==> src/rtl/mm_pkg.sv <==
// mm_pkg: shared constants, types and helpers for the matrix-multiply engine.
//   DIM            matrix dimension (rows = cols)
//   MAT_SIZE       elements per matrix, DIM*DIM
//   IN_ELEMT_SIZE  signed A/B element width
//   OUT_ELEMT_SIZE signed C element width, >= 2*IN_ELEMT_SIZE + clog2(DIM)
package mm_pkg;

    localparam int unsigned DIM            = 8;
    localparam int unsigned MAT_SIZE       = 64;
    localparam int unsigned IN_ELEMT_SIZE  = 8;
    localparam int unsigned OUT_ELEMT_SIZE = 19;

    localparam int unsigned ADDR_W = $clog2(MAT_SIZE);
    localparam int unsigned IDX_W  = $clog2(DIM);

    typedef logic [ADDR_W-1:0]                addr_t;
    typedef logic [IDX_W-1:0]                 idx_t;
    typedef logic signed [IN_ELEMT_SIZE-1:0]  in_t;
    typedef logic signed [OUT_ELEMT_SIZE-1:0] out_t;

    typedef enum logic [1:0] {
        IDLE,
        COMPUTE,
        DONE
    } state_t;

    localparam idx_t IDX_MAX = idx_t'(DIM - 1);

    // Row-major element address: (row, col) -> row*DIM + col.
    function automatic addr_t elem_addr(idx_t row, idx_t col);
        return addr_t'(row) * addr_t'(DIM) + addr_t'(col);
    endfunction

endpackage

==> src/rtl/mm_if.sv <==
// mm_if: matrix-multiply test interface bundling load, compute and readback signals.
//   load_mem          load window
//   wenA/addrA/wdA    matrix A byte write
//   wenB/addrB/wdB    matrix B byte write
//   wenC/addrC        matrix C clear enable / read-clear address
//   start             compute request (level-sampled)
//   done              result ready
//   rdC               C read data (1-cycle latency)
// master: the driving side (bench); slave: the engine.
interface mm_if;
    import mm_pkg::*;

    logic  load_mem;
    logic  wenA;
    addr_t addrA;
    in_t   wdA;
    logic  wenB;
    addr_t addrB;
    in_t   wdB;
    logic  wenC;
    addr_t addrC;
    logic  start;
    logic  done;
    out_t  rdC;

    modport master (
        output load_mem, wenA, addrA, wdA, wenB, addrB, wdB, wenC, addrC, start,
        input  done, rdC
    );

    modport slave (
        input  load_mem, wenA, addrA, wdA, wenB, addrB, wdB, wenC, addrC, start,
        output done, rdC
    );

endinterface

==> src/rtl/mm_mac.sv <==
// mm_mac: registered multiply-accumulate stage of the engine.
//   clk, reset       clock, asynchronous active-high reset
//   in_valid         issue stage holds a valid A/B address pair
//   in_first         issue is k==0 (restart accumulation)
//   in_last          issue is k==DIM-1 (result completes)
//   a, b             A/B read data for the issued addresses
//   res_valid        res is a finished dot product; C write happens this edge
//   res              accumulator next value (the value written to C)
module mm_mac
    import mm_pkg::*;
(
    input  logic clk,
    input  logic reset,
    input  logic in_valid,
    input  logic in_first,
    input  logic in_last,
    input  in_t  a,
    input  in_t  b,
    output logic res_valid,
    output out_t res
);

    localparam int unsigned PROD_W = 2 * IN_ELEMT_SIZE;

    logic valid_q;
    logic first_q;
    logic last_q;
    in_t  a_q;
    in_t  b_q;
    out_t acc_q;

    logic signed [PROD_W-1:0] prod;
    out_t                     prod_ext;
    out_t                     acc_next;

    always_comb begin
        prod     = a_q * b_q;
        prod_ext = {{(OUT_ELEMT_SIZE - PROD_W){prod[PROD_W-1]}}, prod};
        acc_next = (first_q ? '0 : acc_q) + prod_ext;
    end

    always_ff @(posedge clk or posedge reset) begin
        if (reset) begin
            valid_q <= 1'b0;
            first_q <= 1'b0;
            last_q  <= 1'b0;
            a_q     <= '0;
            b_q     <= '0;
            acc_q   <= '0;
        end else begin
            valid_q <= in_valid;
            first_q <= in_first;
            last_q  <= in_last;
            a_q     <= a;
            b_q     <= b;
            if (valid_q) begin
                acc_q <= acc_next;
            end
        end
    end

    // The C write uses the combinational sum so it lands on the same edge as the accumulate.
    assign res_valid = valid_q & last_q;
    assign res       = acc_next;

endmodule

==> src/rtl/mm_engine.sv <==
// mm_engine: matrix-multiply responder. Loads A/B, computes C = A x B on start,
// raises done, and serves C for readback.
//   clk    clock, all logic on posedge
//   reset  asynchronous active-high reset
//   bus    mm_if slave: load/write/clear inputs, start, done and rdC outputs
module mm_engine
    import mm_pkg::*;
(
    input logic clk,
    input logic reset,
    mm_if.slave bus
);

    state_t state_q, state_d;

    idx_t  i_q, j_q, k_q;
    logic  issue_end_q;

    // Issue stage: registered addresses plus tags travelling with them.
    logic  iss_valid_q;
    logic  iss_first_q;
    logic  iss_last_q;
    logic  iss_final_q;
    addr_t iss_addr_a_q;
    addr_t iss_addr_b_q;
    addr_t iss_addr_c_q;

    // Tags aligned with the MAC's data register stage.
    addr_t p1_addr_c_q;
    logic  p1_final_q;
    logic  final_wr_q;

    out_t  rdc_q;

    in_t   mem_a [MAT_SIZE];
    in_t   mem_b [MAT_SIZE];
    out_t  mem_c [MAT_SIZE];

    logic  start_cmp;
    logic  issuing;
    logic  last_issue;
    logic  load_ok;
    logic  mac_valid;
    out_t  mac_res;

    // ---------------- FSM ----------------
    always_comb begin
        state_d = state_q;
        unique case (state_q)
            IDLE: begin
                if (bus.start && !bus.load_mem) state_d = COMPUTE;
            end
            COMPUTE: begin
                if (final_wr_q) state_d = DONE;
            end
            DONE: begin
                if (bus.load_mem)   state_d = IDLE;
                else if (bus.start) state_d = COMPUTE;
            end
            default: state_d = IDLE;
        endcase
    end

    always_comb begin
        start_cmp  = (state_q != COMPUTE) && (state_d == COMPUTE);
        issuing    = (state_q == COMPUTE) && !issue_end_q;
        last_issue = issuing && (i_q == IDX_MAX) && (j_q == IDX_MAX) && (k_q == IDX_MAX);
        load_ok    = (state_q != COMPUTE) && bus.load_mem;
    end

    always_ff @(posedge clk or posedge reset) begin
        if (reset) begin
            state_q <= IDLE;
        end else begin
            state_q <= state_d;
        end
    end

    // ---------------- i/j/k counters (k innermost) ----------------
    always_ff @(posedge clk or posedge reset) begin
        if (reset) begin
            i_q         <= '0;
            j_q         <= '0;
            k_q         <= '0;
            issue_end_q <= 1'b0;
        end else if (start_cmp) begin
            i_q         <= '0;
            j_q         <= '0;
            k_q         <= '0;
            issue_end_q <= 1'b0;
        end else if (issuing) begin
            if (last_issue) issue_end_q <= 1'b1;
            if (k_q == IDX_MAX) begin
                k_q <= '0;
                if (j_q == IDX_MAX) begin
                    j_q <= '0;
                    i_q <= i_q + idx_t'(1);
                end else begin
                    j_q <= j_q + idx_t'(1);
                end
            end else begin
                k_q <= k_q + idx_t'(1);
            end
        end
    end

    // ---------------- issue pipeline ----------------
    always_ff @(posedge clk or posedge reset) begin
        if (reset) begin
            iss_valid_q  <= 1'b0;
            iss_first_q  <= 1'b0;
            iss_last_q   <= 1'b0;
            iss_final_q  <= 1'b0;
            iss_addr_a_q <= '0;
            iss_addr_b_q <= '0;
            iss_addr_c_q <= '0;
            p1_addr_c_q  <= '0;
            p1_final_q   <= 1'b0;
            final_wr_q   <= 1'b0;
        end else begin
            iss_valid_q  <= issuing;
            iss_first_q  <= (k_q == '0);
            iss_last_q   <= (k_q == IDX_MAX);
            iss_final_q  <= last_issue;
            iss_addr_a_q <= elem_addr(i_q, k_q);
            iss_addr_b_q <= elem_addr(k_q, j_q);
            iss_addr_c_q <= elem_addr(i_q, j_q);
            p1_addr_c_q  <= iss_addr_c_q;
            p1_final_q   <= iss_valid_q && iss_final_q;
            // Set on the edge the last C element is written; FSM leaves COMPUTE one edge later.
            final_wr_q   <= p1_final_q;
        end
    end

    mm_mac u_mac (
        .clk       (clk),
        .reset     (reset),
        .in_valid  (iss_valid_q),
        .in_first  (iss_first_q),
        .in_last   (iss_last_q),
        .a         (mem_a[iss_addr_a_q]),
        .b         (mem_b[iss_addr_b_q]),
        .res_valid (mac_valid),
        .res       (mac_res)
    );

    // ---------------- memories (not reset) ----------------
    always_ff @(posedge clk) begin
        if (load_ok && bus.wenA) mem_a[bus.addrA] <= bus.wdA;
        if (load_ok && bus.wenB) mem_b[bus.addrB] <= bus.wdB;
        if (load_ok && bus.wenC) begin
            mem_c[bus.addrC] <= '0;
        end else if (mac_valid) begin
            mem_c[p1_addr_c_q] <= mac_res;
        end
    end

    // Readback: old value on a same-edge clear; held while computing.
    always_ff @(posedge clk or posedge reset) begin
        if (reset) begin
            rdc_q <= '0;
        end else if (state_q != COMPUTE) begin
            rdc_q <= mem_c[bus.addrC];
        end
    end

    assign bus.done = (state_q == DONE);
    assign bus.rdC  = rdc_q;

endmodule

==> src/flat_wrapper.sv <==
// flat-port wrapper written by rule: the top's interface ports become plain ports
module mm_engine_flat import mm_pkg::*;
  (clk, reset, bus_load_mem, bus_wenA, bus_addrA, bus_wdA, bus_wenB, bus_addrB, bus_wdB, bus_wenC, bus_addrC, bus_start, bus_done, bus_rdC);
  mm_if bus_i ();
  input logic clk;
  input logic reset;
  input wire logic [$bits(bus_i.load_mem)-1:0] bus_load_mem;
  input wire logic [$bits(bus_i.wenA)-1:0] bus_wenA;
  input wire logic [$bits(bus_i.addrA)-1:0] bus_addrA;
  input wire logic [$bits(bus_i.wdA)-1:0] bus_wdA;
  input wire logic [$bits(bus_i.wenB)-1:0] bus_wenB;
  input wire logic [$bits(bus_i.addrB)-1:0] bus_addrB;
  input wire logic [$bits(bus_i.wdB)-1:0] bus_wdB;
  input wire logic [$bits(bus_i.wenC)-1:0] bus_wenC;
  input wire logic [$bits(bus_i.addrC)-1:0] bus_addrC;
  input wire logic [$bits(bus_i.start)-1:0] bus_start;
  output wire logic [$bits(bus_i.done)-1:0] bus_done;
  output wire logic [$bits(bus_i.rdC)-1:0] bus_rdC;
  assign bus_i.load_mem = bus_load_mem;
  assign bus_i.wenA = bus_wenA;
  assign bus_i.addrA = bus_addrA;
  assign bus_i.wdA = bus_wdA;
  assign bus_i.wenB = bus_wenB;
  assign bus_i.addrB = bus_addrB;
  assign bus_i.wdB = bus_wdB;
  assign bus_i.wenC = bus_wenC;
  assign bus_i.addrC = bus_addrC;
  assign bus_i.start = bus_start;
  assign bus_done = bus_i.done;
  assign bus_rdC = bus_i.rdC;
  mm_engine u_core (.clk(clk), .reset(reset), .bus(bus_i));
endmodule
==> config.mk <==
export PLATFORM = sky130hd
export DESIGN_NAME = mm_engine_flat
export DESIGN_NICKNAME = d
export VERILOG_FILES = /design/src/rtl/mm_pkg.sv /design/src/rtl/mm_if.sv /design/src/rtl/mm_mac.sv /design/src/rtl/mm_engine.sv /design/src/flat_wrapper.sv
export SDC_FILE = /design/constraint.sdc
export NUM_CORES = 2
export LEC_CHECK = 0
export ABC_CLOCK_PERIOD_IN_PS = 15150
export CORE_ASPECT_RATIO = 1.2
export CORE_MARGIN = 3
export CORE_UTILIZATION = 45
export DETAILED_ROUTE_END_ITERATION = 8
export SLEW_MARGIN = 0
export SYNTH_ARGS = -nofsm -noshare
export SYNTH_HDL_FRONTEND = slang
export SYNTH_SLANG_ARGS = --single-unit
==> constraint.sdc <==
create_clock -name clk -period 15.15 [get_ports clk]
set_input_delay 3.7875 -clock clk [delete_from_list [all_inputs] [get_ports clk]]
set_output_delay 3.7875 -clock clk [all_outputs]
set_load 0.01 [all_outputs]
==> parameters.txt <==
Parameter                              Value

STA
  Relative slew slack    13.35%
  Hold violation total from the final report    0
  Min Clock Period, post-route    7280 ps
  Largest clock skew in the final design    49.72 ps
  Measured slew at the worst slew-check pin    1300 ps
  Final worst-path cycle share    48.06%
  FMAX    137.4 MHz
  Number of slew-limit violations in the final report    0
  Setup repair after global routing missed its margin    no
  Aggregate negative setup slack    0 ps
  Total setup violations reported at the end of the flow    0

Layout
  Nets    4468
  Layout area overhead    12.34%
  Share of layout cells above drive strength 1    28.54%
  Final instance count without filler cells    7161

Worst setup path
  Worst path arrival time    8010 ps
  Master of the slowest instance on the critical path    sky130_fd_sc_hd__buf_4
  Cell class contributing the biggest share of worst-path delay    buffers and inverters
  Category of the critical setup timing path    in2reg
  Crit path largest cell delay    840 ps
  Critical Path Start Type    input port
  Most used cell, CP    sky130_fd_sc_hd__mux4_2
  Crit path buffers/inverters    3
  Kind of end point of the critical path    register
  Critical Path, Cell by Cell    buf_8 > buf_4 > buf_4 > mux4_2 > mux4_2 > mux4_2 > mux2_2
  Data required, critical path    15880 ps
  Largest fanout on the critical path    67

Floorplan
  Initial cell density of the core    45.42%
  Total core area    0.2036 mm2
  Overall die height    502.6 um
  Die Width    419.8 um
  Number of cell rows    181
  Die outline area    0.2110 mm2
  I/O pin count    61

Synth
  Register bit total from synthesis    2330
  Synthesized net count    4264
  Post-synth top area share    72.74%
  Synthesized-area fraction occupied by ao, oa, aoi and oai cells    0.6873%
  Yosys top cell by area    sky130_fd_sc_hd__edfxtp_1
  Adder-cell share of the synthesized area    1.943%
  Post-Syn Instances    4113
  Most used flip-flop cell after synthesis    sky130_fd_sc_hd__edfxtp_1
  Mean Syn Cell Area    22.48 um2
  Most frequent cells after synthesis    sky130_fd_sc_hd__edfxtp_1, sky130_fd_sc_hd__mux4_2, sky130_fd_sc_hd__nor2_1
  Top area cells in the synthesized netlist    sky130_fd_sc_hd__edfxtp_1, sky130_fd_sc_hd__mux4_2, sky130_fd_sc_hd__dfrtp_1
  Number of enable-type register cells in the synthesized netlist    2240
  Fraction of registers with async set or reset after synthesis    3.863%
  Library cells used by synthesis    53
  Fraction of synthesized area in multiplexers    18.24%
  Combinational family with the most area after synthesis    multiplexers
  Post-synthesis share of cell area spent on xor and xnor gates    0.3125%
  Simple-gate area share of the yosys netlist    2.362%
  Fraction of the yosys area taken by sequential cells    75.17%
  Ys Warns    0
  Combined area of all synthesized cells    0.09247 mm2
  Cell with the most instances after synthesis    sky130_fd_sc_hd__edfxtp_1

Place
  DP Wirelength    121100 um
  Count of buffers from port buffering    60
  Placed Cells incl. Taps    6745
  Placer Congestion    0.7753

Global route
  Global-route wire length before repair    311700 um
  GRT overflow    0
  Largest net degree at the start of global routing    128
  Number of antenna violations at the first check in global routing    4
  Gr usage total    20.60%
  Number of global-route vias before repair    43290

Drt
  Number of vias after detailed routing    41930
  Routed len/inst    29.96 um
  DRT Pass-1 Iters    7
  Drt via density    5.855
  First DRT Iteration DRCs    4146
  Routed WL    214500 um
  DRC viols    0
  Antenna-violating nets left    0

CTS
  Number of clock sinks    2330
  Hold_buf cts    0
  Worst-path clk slew    60 ps
  Number of setup buffers added after CTS    0
  Count of instances resized after the clock tree is built    0
  Clock buffers created by TritonCTS    223
  CTS tree    yes
  CTS Root Buffer Type    sky130_fd_sc_hd__clkbuf_16
  Clock tree buffer depth    3
  Clk Latency, worst-skew pair    860 ps
  Level count of the clock H-tree    4

Run status
  Status    completed

Run
  MaxCap Viol Count    0

Min path
  Type of the tightest min-delay check    reg2reg
-- logic make-up (layout without fill, tap and decap cells) --
kind of cell / Yosys count / in the layout
compound gates: 103 / 103
xor+xnor: 33 / 33
fa+ha+maj: 110 / 110
buf+inv: 300 / 693
flops: 2330 / 2330
mux: 763 / 763
other cells: 0 / 2
simple gates: 474 / 474
-- stage by stage --
stage	hold slack [ps]	instance area (um2)	worst slack (ps)	utilization [%]
2_1_floorplan	331.2	92470	7841	-
3_3_place_gp	337.4	96780	6865	47.53
3_5_place_dp	336.3	96780	6886	47.53
4_1_cts	350.6	103900	7804	51.02
5_1_grt	351.6	103900	7492	51.03
6_report	350.9	103900	7870	51.03
-- flip-flops by register name (all words and copies together) (netlist names), 2 cells and up --
signal / cells
u_core.p1_addr_c_q: 6
u_core.u_mac.b_q: 8
u_core.iss_addr_a_q: 6
u_core.u_mac.acc_q: 19
u_core.mem_b: 512
u_core.iss_addr_b_q: 3
u_core.j_q: 3
u_core.state_q: 2
u_core.bus.rdC: 19
u_core.k_q: 3
u_core.i_q: 3
u_core.mem_a: 512
u_core.u_mac.a_q: 8
u_core.mem_c: 1216
-- cells in the final DEF, fill, tap and decap left out, types with 17 or more instances in the layout --
cell type	synthesis	layout
sky130_fd_sc_hd__edfxtp_1	2240	2240
sky130_fd_sc_hd__mux4_2	735	735
sky130_fd_sc_hd__clkbuf_16	0	224
sky130_fd_sc_hd__nor2_1	235	155
sky130_fd_sc_hd__buf_4	8	110
sky130_fd_sc_hd__inv_1	107	106
sky130_fd_sc_hd__dfrtp_1	90	84
sky130_fd_sc_hd__nand2_1	74	74
sky130_fd_sc_hd__clkbuf_1	111	67
sky130_fd_sc_hd__fa_1	56	56
sky130_fd_sc_hd__nor2_2	0	54
sky130_fd_sc_hd__ha_1	54	54
sky130_fd_sc_hd__clkinv_1	0	51
sky130_fd_sc_hd__and2_1	48	46
sky130_fd_sc_hd__clkdlybuf4s50_1	0	39
sky130_fd_sc_hd__o21ai_0	30	30
sky130_fd_sc_hd__a21oi_1	28	28
sky130_fd_sc_hd__nor2b_1	28	28
sky130_fd_sc_hd__nand3_1	27	26
sky130_fd_sc_hd__nor2_4	0	26
sky130_fd_sc_hd__clkinv_2	0	26
sky130_fd_sc_hd__xnor2_1	25	25
sky130_fd_sc_hd__mux2_2	24	24
sky130_fd_sc_hd__nand3b_1	20	20
sky130_fd_sc_hd__buf_2	20	17
-- worst register-to-register path: stages, from the launching register on --
cell and delay (ps):
sky130_fd_sc_hd__dfrtp_1 480, sky130_fd_sc_hd__and2_1 230, sky130_fd_sc_hd__fa_1 530, sky130_fd_sc_hd__inv_1 60
sky130_fd_sc_hd__fa_1 530, sky130_fd_sc_hd__inv_1 50, sky130_fd_sc_hd__fa_1 470, sky130_fd_sc_hd__inv_1 50
sky130_fd_sc_hd__fa_1 470, sky130_fd_sc_hd__inv_1 40, sky130_fd_sc_hd__ha_1 310, sky130_fd_sc_hd__a21oi_1 120
sky130_fd_sc_hd__o21bai_1 140, sky130_fd_sc_hd__a21oi_1 110, sky130_fd_sc_hd__o21ai_0 180, sky130_fd_sc_hd__a21oi_1 140
sky130_fd_sc_hd__or4b_2 630, sky130_fd_sc_hd__o2111ai_1 150, sky130_fd_sc_hd__ha_1 310, sky130_fd_sc_hd__nor2_1 110
sky130_fd_sc_hd__o21ai_0 100, sky130_fd_sc_hd__a2111oi_0 480, sky130_fd_sc_hd__a211o_1 180, sky130_fd_sc_hd__o21bai_1 130
sky130_fd_sc_hd__mux2_2 180, sky130_fd_sc_hd__buf_4 590
-- path summary, 6_finish.rpt --
path,start,endpoint,slack (ps),depth (start not counted)
min in group asynchronous,reset,u_core.u_mac.b_q[6]$_DFF_PP0_,3410,2
max in group asynchronous,reset,u_core.iss_addr_b_q[1]$_DFF_PP0_,10330,3
hold reg to reg,u_core.iss_first_q$_DFF_PP0_,u_core.u_mac.first_q$_DFF_PP0_,350,0
setup / recovery,bus_addrC[0],u_core.bus.rdC[16]$_DFFE_PP0N_,7870,7
hold / removal,u_core.iss_first_q$_DFF_PP0_,u_core.u_mac.first_q$_DFF_PP0_,350,0
setup reg to reg,u_core.u_mac.b_q[2]$_DFF_PP0_,u_core.mem_c[23][18]$_DFFE_PP_,8040,25
-- layer usage --
layer  track usage, %  part of all wire, %  up-vias
met5                0                    0        -
li1                 -                    -    17540
met1            28.29                   41    22890
met3            2.913                  5.3      271
met4            5.133                  2.2        0
met2            34.99                   52     1231
-- layout make-up --
| type | count | area (um2) |
|---|---|---|
| clock buffers | 301 | 5995 |
| fillers | 15860 | 99710 |
| clock inverters | 113 | 1112 |
| well taps | 2653 | 3319 |
| repair buffers | 172 | 1403 |
| inverters | 107 | 404.1 |
| flip-flops and latches | 2330 | 69530 |
| multi-input cells | 1483 | 22120 |
| diodes | 2 | 5.005 |
Power is not shown: default switching activity piles up to over one toggle a cycle in this logic, so the estimate is an artifact.
